<file path="config.mk">
export PLATFORM = sky130hd
export DESIGN_NAME = tetris_move_ctrl
export DESIGN_NICKNAME = d
export VERILOG_FILES = /design/src/rtl/tetris_move_ctrl.sv
export SDC_FILE = /design/constraint.sdc
export NUM_CORES = 1
export LEC_CHECK = 0
export BUFFER_PORTS_ARGS = -buffer_cell sky130_fd_sc_hd__clkbuf_2
export CORE_MARGIN = 3
export CORE_UTILIZATION = 48
export DETAILED_ROUTE_END_ITERATION = 12
export PLACE_DENSITY = 0.87
export SKIP_CTS_REPAIR_TIMING = 1
export SYNTH_ARGS = -nofsm -noshare
export SYNTH_HDL_FRONTEND = slang
export SYNTH_SLANG_ARGS = --single-unit
</file>
<file path="constraint.sdc">
create_clock -name clk -period 2 [get_ports clk]
set_input_delay 0.4 -clock clk [delete_from_list [all_inputs] [get_ports clk]]
set_output_delay 0.4 -clock clk [all_outputs]
set_load 0.005 [all_outputs]
</file>
<file path="src/rtl/tetris_move_ctrl.sv">
// Active-piece sequencer: latches move/gravity requests, serves them one at a time
// through the collision checkers, then commits the move or locks and respawns the piece.
module tetris_move_ctrl #(
   parameter int SIZE    = 16,
   parameter int X_SPAWN = 304,
   parameter int Y_SPAWN = 0,
   parameter int SETTLE  = 1
) (
   input  logic       clk,
   input  logic       rst_n,
   input  logic       game_en,
   input  logic       req_left,
   input  logic       req_right,
   input  logic       req_rot,
   input  logic       req_down,
   input  logic       grav_tick,
   input  logic       stop_left,
   input  logic       stop_right,
   input  logic       stop_down,
   input  logic       stop_rot,
   input  logic       clr_done,
   output logic [2:0] check_sel,
   output logic [9:0] ref_x,
   output logic [9:0] ref_y,
   output logic [1:0] rot,
   output logic       lock_pulse,
   output logic       spawn_pulse,
   output logic       busy,
   output logic       game_over
);

   typedef enum logic [2:0] {
      S_IDLE, S_EVAL, S_ACT, S_WAIT_CLR, S_SPAWN, S_SPCHK, S_OVER
   } state_t;

   // Values double as bit positions in the pending vector, lowest index wins.
   typedef enum logic [1:0] {C_DOWN, C_ROT, C_LEFT, C_RIGHT} cmd_t;

   localparam logic [1:0] SETTLE_LAST = 2'(SETTLE - 1);

   state_t     state, state_nx;
   cmd_t       cur, cur_nx;
   logic [1:0] cnt, cnt_nx;
   logic       stop_q, stop_nx;
   logic [3:0] pend, pend_nx, pend_eff, req_vec, pend_clr;
   logic       pend_drop;
   logic [9:0] x_nx, y_nx;
   logic [1:0] rot_nx;
   logic       go_nx;
   logic       stop_mux;

   function automatic logic [2:0] sel_code(input cmd_t c);
      case (c)
         C_LEFT:  return 3'd1;
         C_RIGHT: return 3'd2;
         C_DOWN:  return 3'd3;
         default: return 3'd4;
      endcase
   endfunction

   assign req_vec  = {req_right, req_left, req_rot, req_down | grav_tick};
   // Same-cycle requests are visible to IDLE so the request-to-commit latency is SETTLE+2.
   assign pend_eff = pend | req_vec;
   assign busy     = (state != S_IDLE);

   always_comb begin
      case (cur)
         C_LEFT:  stop_mux = stop_left;
         C_RIGHT: stop_mux = stop_right;
         C_DOWN:  stop_mux = stop_down;
         default: stop_mux = stop_rot;
      endcase
   end

   always_comb begin
      state_nx    = state;
      cur_nx      = cur;
      cnt_nx      = cnt;
      stop_nx     = stop_q;
      pend_clr    = 4'b0000;
      pend_drop   = 1'b0;
      x_nx        = ref_x;
      y_nx        = ref_y;
      rot_nx      = rot;
      go_nx       = game_over;
      check_sel   = 3'd0;
      lock_pulse  = 1'b0;
      spawn_pulse = 1'b0;

      case (state)
         S_IDLE: begin
            if (game_en && |pend_eff) begin
               state_nx = S_EVAL;
               cnt_nx   = 2'd0;
               if (pend_eff[0])      cur_nx = C_DOWN;
               else if (pend_eff[1]) cur_nx = C_ROT;
               else if (pend_eff[2]) cur_nx = C_LEFT;
               else                  cur_nx = C_RIGHT;
            end
         end
         S_EVAL: begin
            check_sel = sel_code(cur);
            if (cnt == SETTLE_LAST) begin
               stop_nx  = stop_mux;
               state_nx = S_ACT;
            end else begin
               cnt_nx = cnt + 2'd1;
            end
         end
         S_ACT: begin
            pend_clr = 4'b0001 << cur;
            state_nx = S_IDLE;
            case (cur)
               C_LEFT:  if (!stop_q) x_nx = ref_x - 10'(SIZE);
               C_RIGHT: if (!stop_q) x_nx = ref_x + 10'(SIZE);
               C_ROT:   if (!stop_q) rot_nx = rot + 2'd1;
               default: begin
                  if (stop_q) begin
                     lock_pulse = 1'b1;
                     pend_drop  = 1'b1;
                     state_nx   = S_WAIT_CLR;
                  end else begin
                     y_nx = ref_y + 10'(SIZE);
                  end
               end
            endcase
         end
         S_WAIT_CLR: begin
            pend_drop = 1'b1;
            // Load spawn coordinates on the way in so they are valid during spawn_pulse.
            if (clr_done) begin
               state_nx = S_SPAWN;
               x_nx     = 10'(X_SPAWN);
               y_nx     = 10'(Y_SPAWN);
               rot_nx   = 2'd0;
            end
         end
         S_SPAWN: begin
            spawn_pulse = 1'b1;
            cnt_nx      = 2'd0;
            state_nx    = S_SPCHK;
         end
         S_SPCHK: begin
            check_sel = 3'd3;
            if (cnt == SETTLE_LAST) begin
               if (stop_down) begin
                  go_nx    = 1'b1;
                  state_nx = S_OVER;
               end else begin
                  state_nx = S_IDLE;
               end
            end else begin
               cnt_nx = cnt + 2'd1;
            end
         end
         default: ;
      endcase

      // A new request in the clear cycle wins; OVER ignores everything.
      pend_nx = (pend & ~pend_clr) | ((state == S_OVER) ? 4'b0000 : req_vec);
      if (pend_drop) pend_nx[3:1] = 3'b000;
   end

   always_ff @(posedge clk or negedge rst_n) begin
      if (!rst_n) begin
         state     <= S_IDLE;
         cur       <= C_DOWN;
         cnt       <= 2'd0;
         stop_q    <= 1'b0;
         pend      <= 4'b0000;
         ref_x     <= 10'(X_SPAWN);
         ref_y     <= 10'(Y_SPAWN);
         rot       <= 2'd0;
         game_over <= 1'b0;
      end else begin
         state     <= state_nx;
         cur       <= cur_nx;
         cnt       <= cnt_nx;
         stop_q    <= stop_nx;
         pend      <= pend_nx;
         ref_x     <= x_nx;
         ref_y     <= y_nx;
         rot       <= rot_nx;
         game_over <= go_nx;
      end
   end

endmodule
</file>
==> load_flow_metrics.sql, run 1 <==
INSERT INTO impl_metrics (metric_group, metric, value, unit) VALUES
('logic_synthesis', 'synth_largest_type_area_fraction', '0.3317', ''),
('global_routing', 'grt_first_pass_wirelength', '7031', 'um'),
('timing', 'finalHoldViolations', '0', ''),
('logic_synthesis', 'yosys.area_share.xor_xnor', '0.02903', ''),
('drt', 'final_antenna_net_count', '0', ''),
('global_routing', 'grt_antenna_before_repair', '0', ''),
('timing', 'skew', '0.004453', 'ns'),
('critical_path', 'r2r_cells', '8', ''),
('logic_synthesis', 'synth_area_per_cell', '8.540', 'um^2'),
('final_layout', 'antenna_cells', '0', ''),
('critical_path', 'worst_setup_path_start_kind', 'flop', ''),
('logic_synthesis', 'synthesis.area', '1810', 'um^2'),
('critical_path', 'critical_path.max_fanout', '6', ''),
('timing', 'achievable-frequency', '525.1', 'MHz'),
('placement', 'preCtsSetupSlack', '0.04575', 'ns'),
('drt', 'totalWireLength', '4231', 'um'),
('placement', 'post-dp-hpwl', '3111', 'um'),
('floorplan', 'die_h', '67.42', 'um'),
('drt', 'viasPerCell', '5.679', ''),
('logic_synthesis', 'yosys_warning_total', '0', ''),
('clock_network', 'ctsRootBufferMaster', 'clkbuf_8', ''),
('timing', 'layout_setup_ws', '0.09548', 'ns'),
('critical_path', 'critPathMaxStageDelay', '0.39', 'ns'),
('critical_path', 'timing.critical_path.cells', 'buf_4 > ha_1 > o21bai_1 > a21oi_1 > clkbuf_2', ''),
('timing', 'final_setup_fails', '0', ''),
('logic_synthesis', 'area_fraction_in_and_or_nand_and_nor_cells_after_synthesis', '0.2274', ''),
('pwr', 'power-per-cell-area', '1569', 'nW/um^2'),
('placement', 'gpl.final_weighted_congestion', '0.9111', ''),
('pwr', 'cellLeakagePower', '1.002', 'nW'),
('drt', 'dr.first_iter.drc_count', '127', ''),
('logic_synthesis', 'synth-compound-area-share', '0.2039', ''),
('timing', 'worst_margin_slew', '0.6937', 'ns'),
('critical_path', 'rr_startpoint', 'cur[0]', ''),
('critical_path', 'r2r_end', 'ref_x[9]', ''),
('timing', 'slew-limit-headroom', '0.5375', ''),
('final_layout', 'nets', '278', ''),
('logic_synthesis', 'post_synth_inst_count', '212', ''),
('critical_path', 'timing.critical_path.required', '1.60', 'ns'),
('clock_network', 'clk-insertion-delay-late', '0.27', 'ns'),
('global_routing', 'global_route.overflow_total', '0', ''),
('logic_synthesis', 'synth_adder_area_share', '0.07602', ''),
('final_layout', 'area_delta_synth_final', '20.59', '%'),
('clock_network', 'cts_buffers', '3', ''),
('timing', 'finalCriticalPeriod', '1.905', 'ns'),
('critical_path', 'worst-endpoint-arrival', '1.50', 'ns'),
('clock_network', 'cts_max_level', '1', ''),
('floorplan', 'dieArea', '4545', 'um^2'),
('clock_network', 'cts.clk_slew.worst_paths', '0.09', 'ns'),
('drt', 'wire_per_inst', '14.15', 'um'),
('drt', 'drt-pass1-iter-count', '4', ''),
('logic_synthesis', 'seq_area_frac_synth', '0.3753', ''),
('global_routing', 'gr-usage-all-layers', '0.1998', ''),
('timing', 'tns', '0', 'ns'),
('logic_synthesis', 'largest_family_of_logic_cells_by_synthesized_area', 'simple AND/OR/NAND/NOR gates', ''),
('drt', 'dr_total_vias', '1698', ''),
('critical_path', 'timing.reg2reg.setup_slack', '0.11', 'ns'),
('critical_path', 'setup.worst_path.class', 'reg2out', ''),
('run_status', 'outcome', 'finished clean', ''),
('critical_path', 'setup.worst_path.end_class', 'output pin', ''),
('flow_run', 'drv_cap', '0', ''),
('logic_synthesis', 'synth.distinct_cells', '50', ''),
('timing', 'fin_crit_sh', '0.9523', ''),
('global_routing', 'first_global_vias', '1603', ''),
('critical_path', 'critical_path.slowest_cell', 'dfrtp_1', ''),
('drt', 'route.detailed.drc', '0', ''),
('pwr', 'max-vdd-ir-drop', '747.7', 'uV'),
('clock_network', 'cts_tree', 'yes', ''),
('hold_path', 'min-delay-path-class', 'in2async', ''),
('global_routing', 'grt_start_max_net_pins', '28', ''),
('logic_synthesis', 'synth.top_cells.by_area', 'dfrtp_1 33%, ha_1 7.6%, nand2_1 5.6%', ''),
('final_layout', 'n_fill_cell', '314', '');
==> power breakdown <==
part	total, mW	switching (mW)	internal, mW	leakage [nW]
Combinational	2.05	1.08	0.975	0.670
Sequential	1.06	0.272	0.787	0.309
Clock	0.314	0.171	0.143	0.0228
==> flip-flops by register name, indices dropped and copies added, names as in the netlist <==
register and count:
cur 2, ref_y 6, game_over 1, stop_q 1, cnt 2, pend 4
state 3, ref_x 6, rot 2
==> cells in the mapped netlist, drive strengths merged <==
cell,count
a22oi,4
conb,1
xor2,4
dfrtp,24
nand2b,3
and2,2
a31o,1
and4b,1
or4,1
o21bai,1
nor3,9
nor3b,3
a222oi,1
o31ai,2
mux2,1
a31oi,3
o21ai,17
or2b,1
ha,11
a221oi,1
dfstp,3
inv,11
a22o,1
o221ai,1
nand3,6
nor2b,3
mux2i,1
o2bb2ai,1
a211o,2
nand4,3
xnor2,2
and3,3
buf,13
a21oi,14
clkbuf,2
nor4b,1
o21a,2
a41oi,1
or3b,1
nor2,17
a21o,3
nand2,27
o21ba,1
nor4,2
==> cell families after synthesis <==
family / count (synthesis)
AND/OR/NAND/NOR: 83
adder cells (fa/ha/maj): 11
multiplexers: 2
buffers and inverters: 26
other: 1
XOR/XNOR: 6
flip-flops: 27
AO/OA/AOI/OAI: 56
==> area by class of cell <==
class / count / area (um^2) / area share
Multi-Input combinational cell: 166 / 1099 / 0.5032
Inverter: 11 / 43.79 / 0.02006
Timing Repair Buffer: 45 / 259.0 / 0.1186
Sequential cell: 27 / 679.4 / 0.3112
Clock buffer: 4 / 45.04 / 0.02063
Tap cell: 46 / 57.56 / 0.02636
==> cell usage in the layout, fill, tap and decap left out, types with 3 or more instances in the layout <==
cell type  instances
a21o_1             3
dfrtp_1           24
ha_4               4
buf_4             11
nor2_1            17
nand2_1           26
nor3b_1            3
nand3_1            6
o21ai_0           13
a22oi_1            4
nand4_1            3
inv_1              8
nor3_1             9
a21oi_1           13
dfstp_2            3
xor2_1             4
nor2b_1            3
o21ai_1            4
ha_1               4
conb_1             8
clkbuf_2          33
clkbuf_8           3
and3_1             3
ha_2               3
==> metrics by stage <==
step | utilization | cells | area [um^2] | total power, mW | hold slack, ns
after floorplan | - | 219 | 1839 | 2.301 | 0.1044
after global placement | 0.5890 | 295 | 2058 | 2.818 | 0.4558
after detailed placement | 0.5890 | 295 | 2058 | 2.908 | 0.4654
after CTS | 0.6019 | 299 | 2103 | 3.236 | 0.1646
after global routing | 0.6248 | 299 | 2183 | 3.746 | 0.1929
final | 0.6248 | 299 | 2183 | 3.425 | 0.1489
==> worst max-delay path, delay by kind of cell, from the launching register on <==
family	cells	cell delay (ns)
flip-flops	1	0.39
AO/OA/AOI/OAI	2	0.30
buffers and inverters	2	0.28
adder cells (fa/ha/maj)	1	0.27
==> worst max-delay path by stage <==
stage | from | endpoint | slack, ns | cells past startpoint
2_1_floorplan | cur[1] | ref_x[9] | 0.02 | 8
3_3_place_gp | cur[0] | ref_x[9] | 0.09 | 8
3_5_place_dp | cur[0] | ref_x[9] | 0.05 | 8
4_1_cts | cur[0] | ref_x[9] | 0.03 | 8
5_1_grt | cur[0] | ref_x[9] | 0.009 | 8
6_report | cur[0] | check_sel[0] | 0.1 | 5
==> per-layer routing <==
metal  up-vias  routed length [um]  part of all wire  track usage
met4         0                  22            0.0052      0.03291
li1        824                   -                 -            -
met2        62                2036              0.48       0.3313
met1       808                1879              0.44       0.2734
met5         -                   0                 0            0
met3         4                 294             0.069      0.03993
Note: power is estimated with default switching activity, not from simulation.
==> run 2, diff against run 1 <==
SETUP_SLACK_MARGIN = 0.15   (was unset)
==> run 2 against run 1 <==
Global-route usage down 0.48 points. Sequential share of layout area down 0.32 points. Non-clock buffer count up 1. Die area unchanged. Critical path depth up 3. Sequential power about the same. Clock-buffer cell count down 1. Critical endpoint is now ref_x[9]. Largest cell class unchanged.
==> load_flow_metrics.sql, run 2 (synthesis gave the netlist of run 1 again) <==
INSERT INTO impl_metrics (metric_group, metric, value, unit) VALUES
('run_status', 'outcome', 'finished clean', ''),
('critical_path', 'worst_setup_path_start_kind', 'flop', ''),
('timing', 'fin_crit_sh', '0.9695', ''),
('placement', 'post-dp-hpwl', '3108', 'um'),
('floorplan', 'die_h', '67.42', 'um'),
('timing', 'skew', '0.004482', 'ns'),
('pwr', 'power_report.internal_total', '1.951', 'mW'),
('pwr', 'power_frac_seq', '0.306', ''),
('floorplan', 'num_rows', '21', ''),
('floorplan', 'width_of_the_die', '67.42', 'um'),
('drt', 'dr_total_vias', '1644', ''),
('critical_path', 'rr_startpoint', 'cur[1]', ''),
('pwr', 'share_comb_of_total_power', '0.600', ''),
('global_routing', 'global_route.overflow_total', '0', ''),
('timing', 'achievable-frequency', '515.7', 'MHz'),
('placement', 'placed_cells', '292', ''),
('final_layout', 'multi_input_comb_area', '1116', 'um^2'),
('timing', 'maxSlewViolCount', '0', ''),
('critical_path', 'critical_path.max_fanout', '5', ''),
('timing', 'final_setup_fails', '0', ''),
('timing', 'finalHoldViolations', '0', ''),
('critical_path', 'crit_buf_inv', '1', ''),
('pwr', 'max-vdd-ir-drop', '777.9', 'uV'),
('drt', 'wire_per_inst', '13.80', 'um'),
('critical_path', 'worst-endpoint-arrival', '2.11', 'ns'),
('global_routing', 'gr-usage-all-layers', '0.1949', ''),
('pwr', 'cellLeakagePower', '1.010', 'nW'),
('critical_path', 'timing.critical_path.required', '2.17', 'ns'),
('global_routing', 'grt_antenna_before_repair', '0', ''),
('pwr', 'net_switching_share_of_the_total_power', '0.4400', ''),
('global_routing', 'first_global_vias', '1599', ''),
('critical_path', 'setup.worst_path.end_class', 'flop', ''),
('final_layout', 'final_layout_size_suffix_gt1_frac', '0.3110', ''),
('clock_network', 'cts_max_level', '1', ''),
('pwr', 'net-switching-power', '1.533', 'mW'),
('critical_path', 'critical-path-top-delay-family', 'simple AND/OR/NAND/NOR gates', ''),
('final_layout', 'layout_common_cells', '32 x clkbuf_2, 26 x nand2_1, 21 x dfrtp_1', ''),
('placement', 'postPlaceCellArea', '2086', 'um^2'),
('critical_path', 'r2r_cells', '8', ''),
('critical_path', 'r2r_end', 'ref_x[9]', ''),
('critical_path', 'critPathMaxStageDelay', '0.49', 'ns'),
('hold_path', 'min-delay-path-class', 'in2async', ''),
('final_layout', 'layout.cell_area.non_filler', '2218', 'um^2'),
('critical_path', 'critical_path.slowest_cell', 'or4_4', ''),
('final_layout', 'area_delta_synth_final', '22.53', '%'),
('floorplan', 'pin_count', '42', ''),
('critical_path', 'timing.reg2reg.setup_slack', '0.06', 'ns'),
('timing', 'worst_margin_slew', '0.6747', 'ns'),
('drt', 'dr.first_iter.drc_count', '71', ''),
('clock_network', 'cts_tree', 'yes', ''),
('final_layout', 'nets', '279', ''),
('timing', 'slew-limit-headroom', '0.5502', ''),
('clock_network', 'cts.clk_slew.worst_paths', '0.10', 'ns'),
('final_layout', 'finalNonFillerCells', '300', ''),
('floorplan', 'core', '3495', 'um^2'),
('final_layout', 'largest_registers_ranked_by_flip_flop_count', 'ref_x (6), ref_y (6), pend (4)', ''),
('floorplan', 'dieArea', '4545', 'um^2'),
('timing', 'finalCriticalPeriod', '1.939', 'ns'),
('critical_path', 'setup.worst_path.class', 'reg2reg', ''),
('clock_network', 'ctsRootBufferMaster', 'clkbuf_8', ''),
('drt', 'drt-pass1-iter-count', '4', ''),
('global_routing', 'grt_start_max_net_pins', '28', ''),
('clock_network', 'cts_buffers', '3', ''),
('final_layout', 'regArea', '683.2', 'um^2'),
('placement', 'port_buffers', '33', ''),
('drt', 'totalWireLength', '4141', 'um'),
('critical_path', 'timing.critical_path.from', 'cur[1]', ''),
('clock_network', 'clk-insertion-delay-late', '0.28', 'ns'),
('pwr', 'power-per-cell-area', '1571', 'nW/um^2'),
('floorplan', 'initial_core_utilization', '0.5181', ''),
('clock_network', 'clk_path_buf_depth', '2', ''),
('drt', 'viasPerCell', '5.480', ''),
('clock_network', 'clkSinkCount', '27', ''),
('drt', 'route.detailed.drc', '0', ''),
('critical_path', 'timing.critical_path.cells', 'ha_4 > inv_6 > ha_4 > nand3_2 > a221oi_2 > or4_4 > a31oi_1 > o21ai_1', ''),
('drt', 'final_antenna_net_count', '0', ''),
('placement', 'gpl.final_weighted_congestion', '0.8680', ''),
('final_layout', 'mostFrequentLayoutCell', 'clkbuf_2', ''),
('global_routing', 'grt_first_pass_wirelength', '6872', 'um'),
('final_layout', 'n_fill_cell', '306', ''),
('critical_path', 'critPathMostFrequentCell', 'ha_4', ''),
('pwr', 'clock_power_share', '0.093', ''),
('final_layout', 'antenna_cells', '0', ''),
('timing', 'grt_setup_unrepaired', 'yes', ''),
('flow_run', 'drv_cap', '0', '');
[run 2: area by class of cell]
| cell class | count | share of cell area |
|---|---|---|
| well taps | 46 | 0.02594 |
| clock buffers | 3 | 0.01861 |
| repair buffers | 46 | 0.1201 |
| flip-flops and latches | 27 | 0.3080 |
| inverters | 11 | 0.02087 |
| clock inverters | 1 | 0.003384 |
| multi-input cells | 166 | 0.5031 |
[run 2: metrics by stage]
step | power [mW] | hold WS [ns] | TNS (ns) | setup slack [ns] | utilization
3_5_place_dp | 2.975 | 0.4642 | 0 | 0.04896 | 0.5968
3_3_place_gp | 2.884 | 0.4555 | 0 | 0.1199 | 0.5968
5_1_grt | 3.812 | 0.1797 | -0.01082 | -0.01082 | 0.6348
4_1_cts | 3.305 | 0.1571 | 0 | 0.03345 | 0.6108
6_report | 3.484 | 0.1334 | 0 | 0.06104 | 0.6348
2_1_floorplan | 2.393 | 0.1044 | 0 | 0.1660 | -
[run 2: worst register-to-register path: cells and delay by family (launching register included)]
family,cells,cell delay (ns)
and+or+nand+nor,2,0.58
DFF,1,0.46
adders and majority gates,2,0.41
AOI/OAI and AO/OA,3,0.30
buffers and inverters,1,0.08
[run 2: worst max-delay path by stage]
stage               end  slack (ns)  cells past startpoint
3_3_place_gp   ref_x[9]        0.12                      8
5_1_grt        ref_x[9]       -0.01                      8
2_1_floorplan  ref_x[9]        0.17                      8
6_report       ref_x[9]        0.06                      8
4_1_cts        ref_x[9]        0.03                      8
3_5_place_dp   ref_x[9]        0.05                      8
[run 2: power by group through the flow]
stage | clock [mW] | sequential (mW) | combinational (mW)
after floorplan | 0 | 1.01 | 1.38
after global placement | 0 | 1.05 | 1.83
after detailed placement | 0 | 1.06 | 1.91
after CTS | 0.337 | 1.06 | 1.91
after global routing | 0.354 | 1.11 | 2.35
final | 0.326 | 1.07 | 2.09
[run 2: metal layers]
metal	wire length, um	share of wire	up-vias	global-route usage
met5	0	0	-	0
met4	41	0.0099	0	0.04557
met3	191	0.046	3	0.02829
met2	2045	0.49	44	0.3423
met1	1863	0.45	776	0.2521
li1	-	-	821	-
==> run 3, diff against run 2 <==
CORE_UTILIZATION = 50   (was 48)
CTS_BUF_LIST = sky130_fd_sc_hd__clkbuf_4 sky130_fd_sc_hd__clkbuf_8   (was unset)
PLACE_DENSITY = 0.9   (was 0.87)
TNS_END_PERCENT = 20   (was unset)
==> run 3 against run 2 <==
The run now ends with negative setup slack left. Combinational power rose by 6%. Critical path depth is 1 higher. Maximum frequency is 3.7% lower. Clock power down 21%. Via count grew 1.8%. Hold slack worse by 0.087 ns. Sequential share of layout area fell by 0.59 points. Largest power group unchanged.
==> load_flow_metrics.sql, run 3 (synthesis gave the netlist of run 1 again) <==
INSERT INTO impl_metrics (metric_group, metric, value, unit) VALUES
('timing', 'maxSlewViolCount', '0', ''),
('critical_path', 'critPathMaxStageDelay', '0.49', 'ns'),
('critical_path', 'critPathMostFrequentCell', 'ha_4', ''),
('drt', 'dr_total_vias', '1674', ''),
('final_layout', 'mostFrequentLayoutCell', 'clkbuf_2', ''),
('final_layout', 'final_core_utilization', '0.6634', ''),
('final_layout', 'antenna_cells', '0', ''),
('timing', 'finalCriticalPeriod', '2.014', 'ns'),
('placement', 'port_buffers', '33', ''),
('floorplan', 'initial_core_utilization', '0.5300', ''),
('clock_network', 'cts_buffers', '3', ''),
('placement', 'gpl.final_weighted_congestion', '0.9368', ''),
('clock_network', 'clk-insertion-delay-late', '0.36', 'ns'),
('drt', 'drt-pass1-iter-count', '4', ''),
('critical_path', 'setup.worst_path.class', 'reg2reg', ''),
('pwr', 'cellLeakagePower', '1.013', 'nW'),
('timing', 'slew-limit-headroom', '0.5482', ''),
('final_layout', 'largest_registers_ranked_by_flip_flop_count', 'ref_x (6), ref_y (6), pend (4)', ''),
('clock_network', 'clk_path_buf_depth', '2', ''),
('pwr', 'max-vdd-ir-drop', '782.3', 'uV'),
('flow_run', 'drv_cap', '0', ''),
('floorplan', 'num_rows', '21', ''),
('drt', 'viasPerCell', '5.561', ''),
('drt', 'final_antenna_net_count', '0', ''),
('final_layout', 'nets', '280', ''),
('critical_path', 'timing.critical_path.required', '2.26', 'ns'),
('timing', 'timing.hold.ws', '0.04617', 'ns'),
('timing', 'fin_crit_sh', '1.007', ''),
('critical_path', 'critical_path.max_fanout', '5', ''),
('clock_network', 'ctsRootBufferMaster', 'clkbuf_4', ''),
('final_layout', 'finalNonFillerCells', '301', ''),
('critical_path', 'setup.worst_path.end_class', 'flop', ''),
('final_layout', 'layout_common_cells', '33 x clkbuf_2, 26 x nand2_1, 20 x dfrtp_1', ''),
('floorplan', 'die_h', '66.18', 'um'),
('critical_path', 'worst_setup_path_start_kind', 'flop', ''),
('placement', 'placed_cells', '292', ''),
('global_routing', 'grt_start_max_net_pins', '28', ''),
('timing', 'tns', '-0.01381', 'ns'),
('pwr', 'power-per-cell-area', '1573', 'nW/um^2'),
('global_routing', 'gr-usage-all-layers', '0.1974', ''),
('final_layout', 'n_fill_cell', '286', ''),
('global_routing', 'global_route.overflow_total', '0', ''),
('placement', 'post-dp-hpwl', '3149', 'um'),
('floorplan', 'pin_count', '42', ''),
('hold_path', 'min-delay-path-class', 'in2async', ''),
('timing', 'layout_setup_ws', '-0.01381', 'ns'),
('critical_path', 'worst-endpoint-arrival', '2.27', 'ns'),
('timing', 'skew', '0.01077', 'ns'),
('timing', 'grt_setup_unrepaired', 'yes', ''),
('drt', 'route.detailed.drc', '0', ''),
('clock_network', 'cts_tree', 'yes', ''),
('final_layout', 'area_delta_synth_final', '25.16', '%'),
('floorplan', 'dieArea', '4379', 'um^2'),
('clock_network', 'cts_max_level', '1', ''),
('global_routing', 'grt_first_pass_wirelength', '6768', 'um'),
('run_status', 'violations', 'negative setup slack', ''),
('clock_network', 'clkSinkCount', '27', ''),
('clock_network', 'cts.clk_slew.worst_paths', '0.16', 'ns'),
('pwr', 'power', '3.565', 'mW'),
('critical_path', 'critical-path-top-delay-family', 'simple AND/OR/NAND/NOR gates', ''),
('floorplan', 'core', '3416', 'um^2'),
('global_routing', 'first_global_vias', '1529', ''),
('timing', 'finalHoldViolations', '0', ''),
('critical_path', 'crit_buf_inv', '2', ''),
('drt', 'totalWireLength', '4299', 'um'),
('floorplan', 'width_of_the_die', '66.18', 'um'),
('run_status', 'outcome', 'finished, violations left', ''),
('final_layout', 'final_layout_size_suffix_gt1_frac', '0.3373', ''),
('timing', 'achievable-frequency', '496.6', 'MHz'),
('drt', 'wire_per_inst', '14.28', 'um'),
('critical_path', 'critical_path.slowest_cell', 'or4_4', ''),
('timing', 'final_setup_fails', '1', ''),
('critical_path', 'timing.critical_path.cells', 'buf_6 > ha_4 > inv_6 > ha_4 > nand3_2 > a221oi_2 > or4_4 > a31oi_1 > o21ai_1', ''),
('drt', 'dr.first_iter.drc_count', '132', ''),
('global_routing', 'grt_antenna_before_repair', '0', ''),
('timing', 'worst_margin_slew', '0.6777', 'ns');
[run 3: changes by cell type in the layout (fill, tap and decap cells not counted), sizes merged]
cell and delta:
clkbuf +1
[run 3: layout make-up]
class	count	area, um^2	share of cell area
Tap cell	46	57.56	0.02540
Sequential cell	27	684.4	0.3020
Clock buffer	3	22.52	0.009939
Clock inverter	1	7.507	0.003313
Timing Repair Buffer	47	289.0	0.1276
Multi-Input combinational cell	166	1159	0.5113
Inverter	11	46.29	0.02043
[run 3: path summary, 6_finish.rpt]
kind,from,to,slack [ns],cells past startpoint
worst max register to register,cur[0],ref_x[9],-0.01,9
min in group clk,req_down,pend[0],0.27,3
max in group asynchronous,rst_n,cur[1],1.49,1
worst max-delay path,cur[0],ref_x[9],-0.01,9
worst min register to register,game_over,game_over,0.50,1
worst min-delay path,rst_n,ref_y[7],0.05,1
[run 3: stage by stage]
stage	instance area, um^2	setup WS [ns]
floorplan	1889	0.1660
global placement	2086	0.1157
detailed placement	2086	0.07158
CTS	2116	-0.08115
global route	2266	-0.05819
finish	2266	-0.01381
[run 3: layer usage]
metal	share of wire	GRT usage	wire length [um]	vias up
met1	0.44	0.2548	1888	784
met2	0.49	0.3432	2111	63
li1	-	-	-	823
met3	0.062	0.04422	268	4
met4	0.0070	0.02792	30	0
met5	0	0	0	-
[run 3: power breakdown]
| group | internal (mW) | switching (mW) |
|---|---|---|
| clock | 0.0773 | 0.182 |
| sequential | 0.794 | 0.301 |
| combinational | 1.09 | 1.12 |
| total | 1.96 | 1.60 |
[run 3: worst reg2reg max path, delay by kind of cell (launching register included)]
family	cells	cell delay, ns
fa+ha+maj	2	0.39
compound gates	3	0.28
flops	1	0.46
buf+inv	2	0.22
simple gates	2	0.57
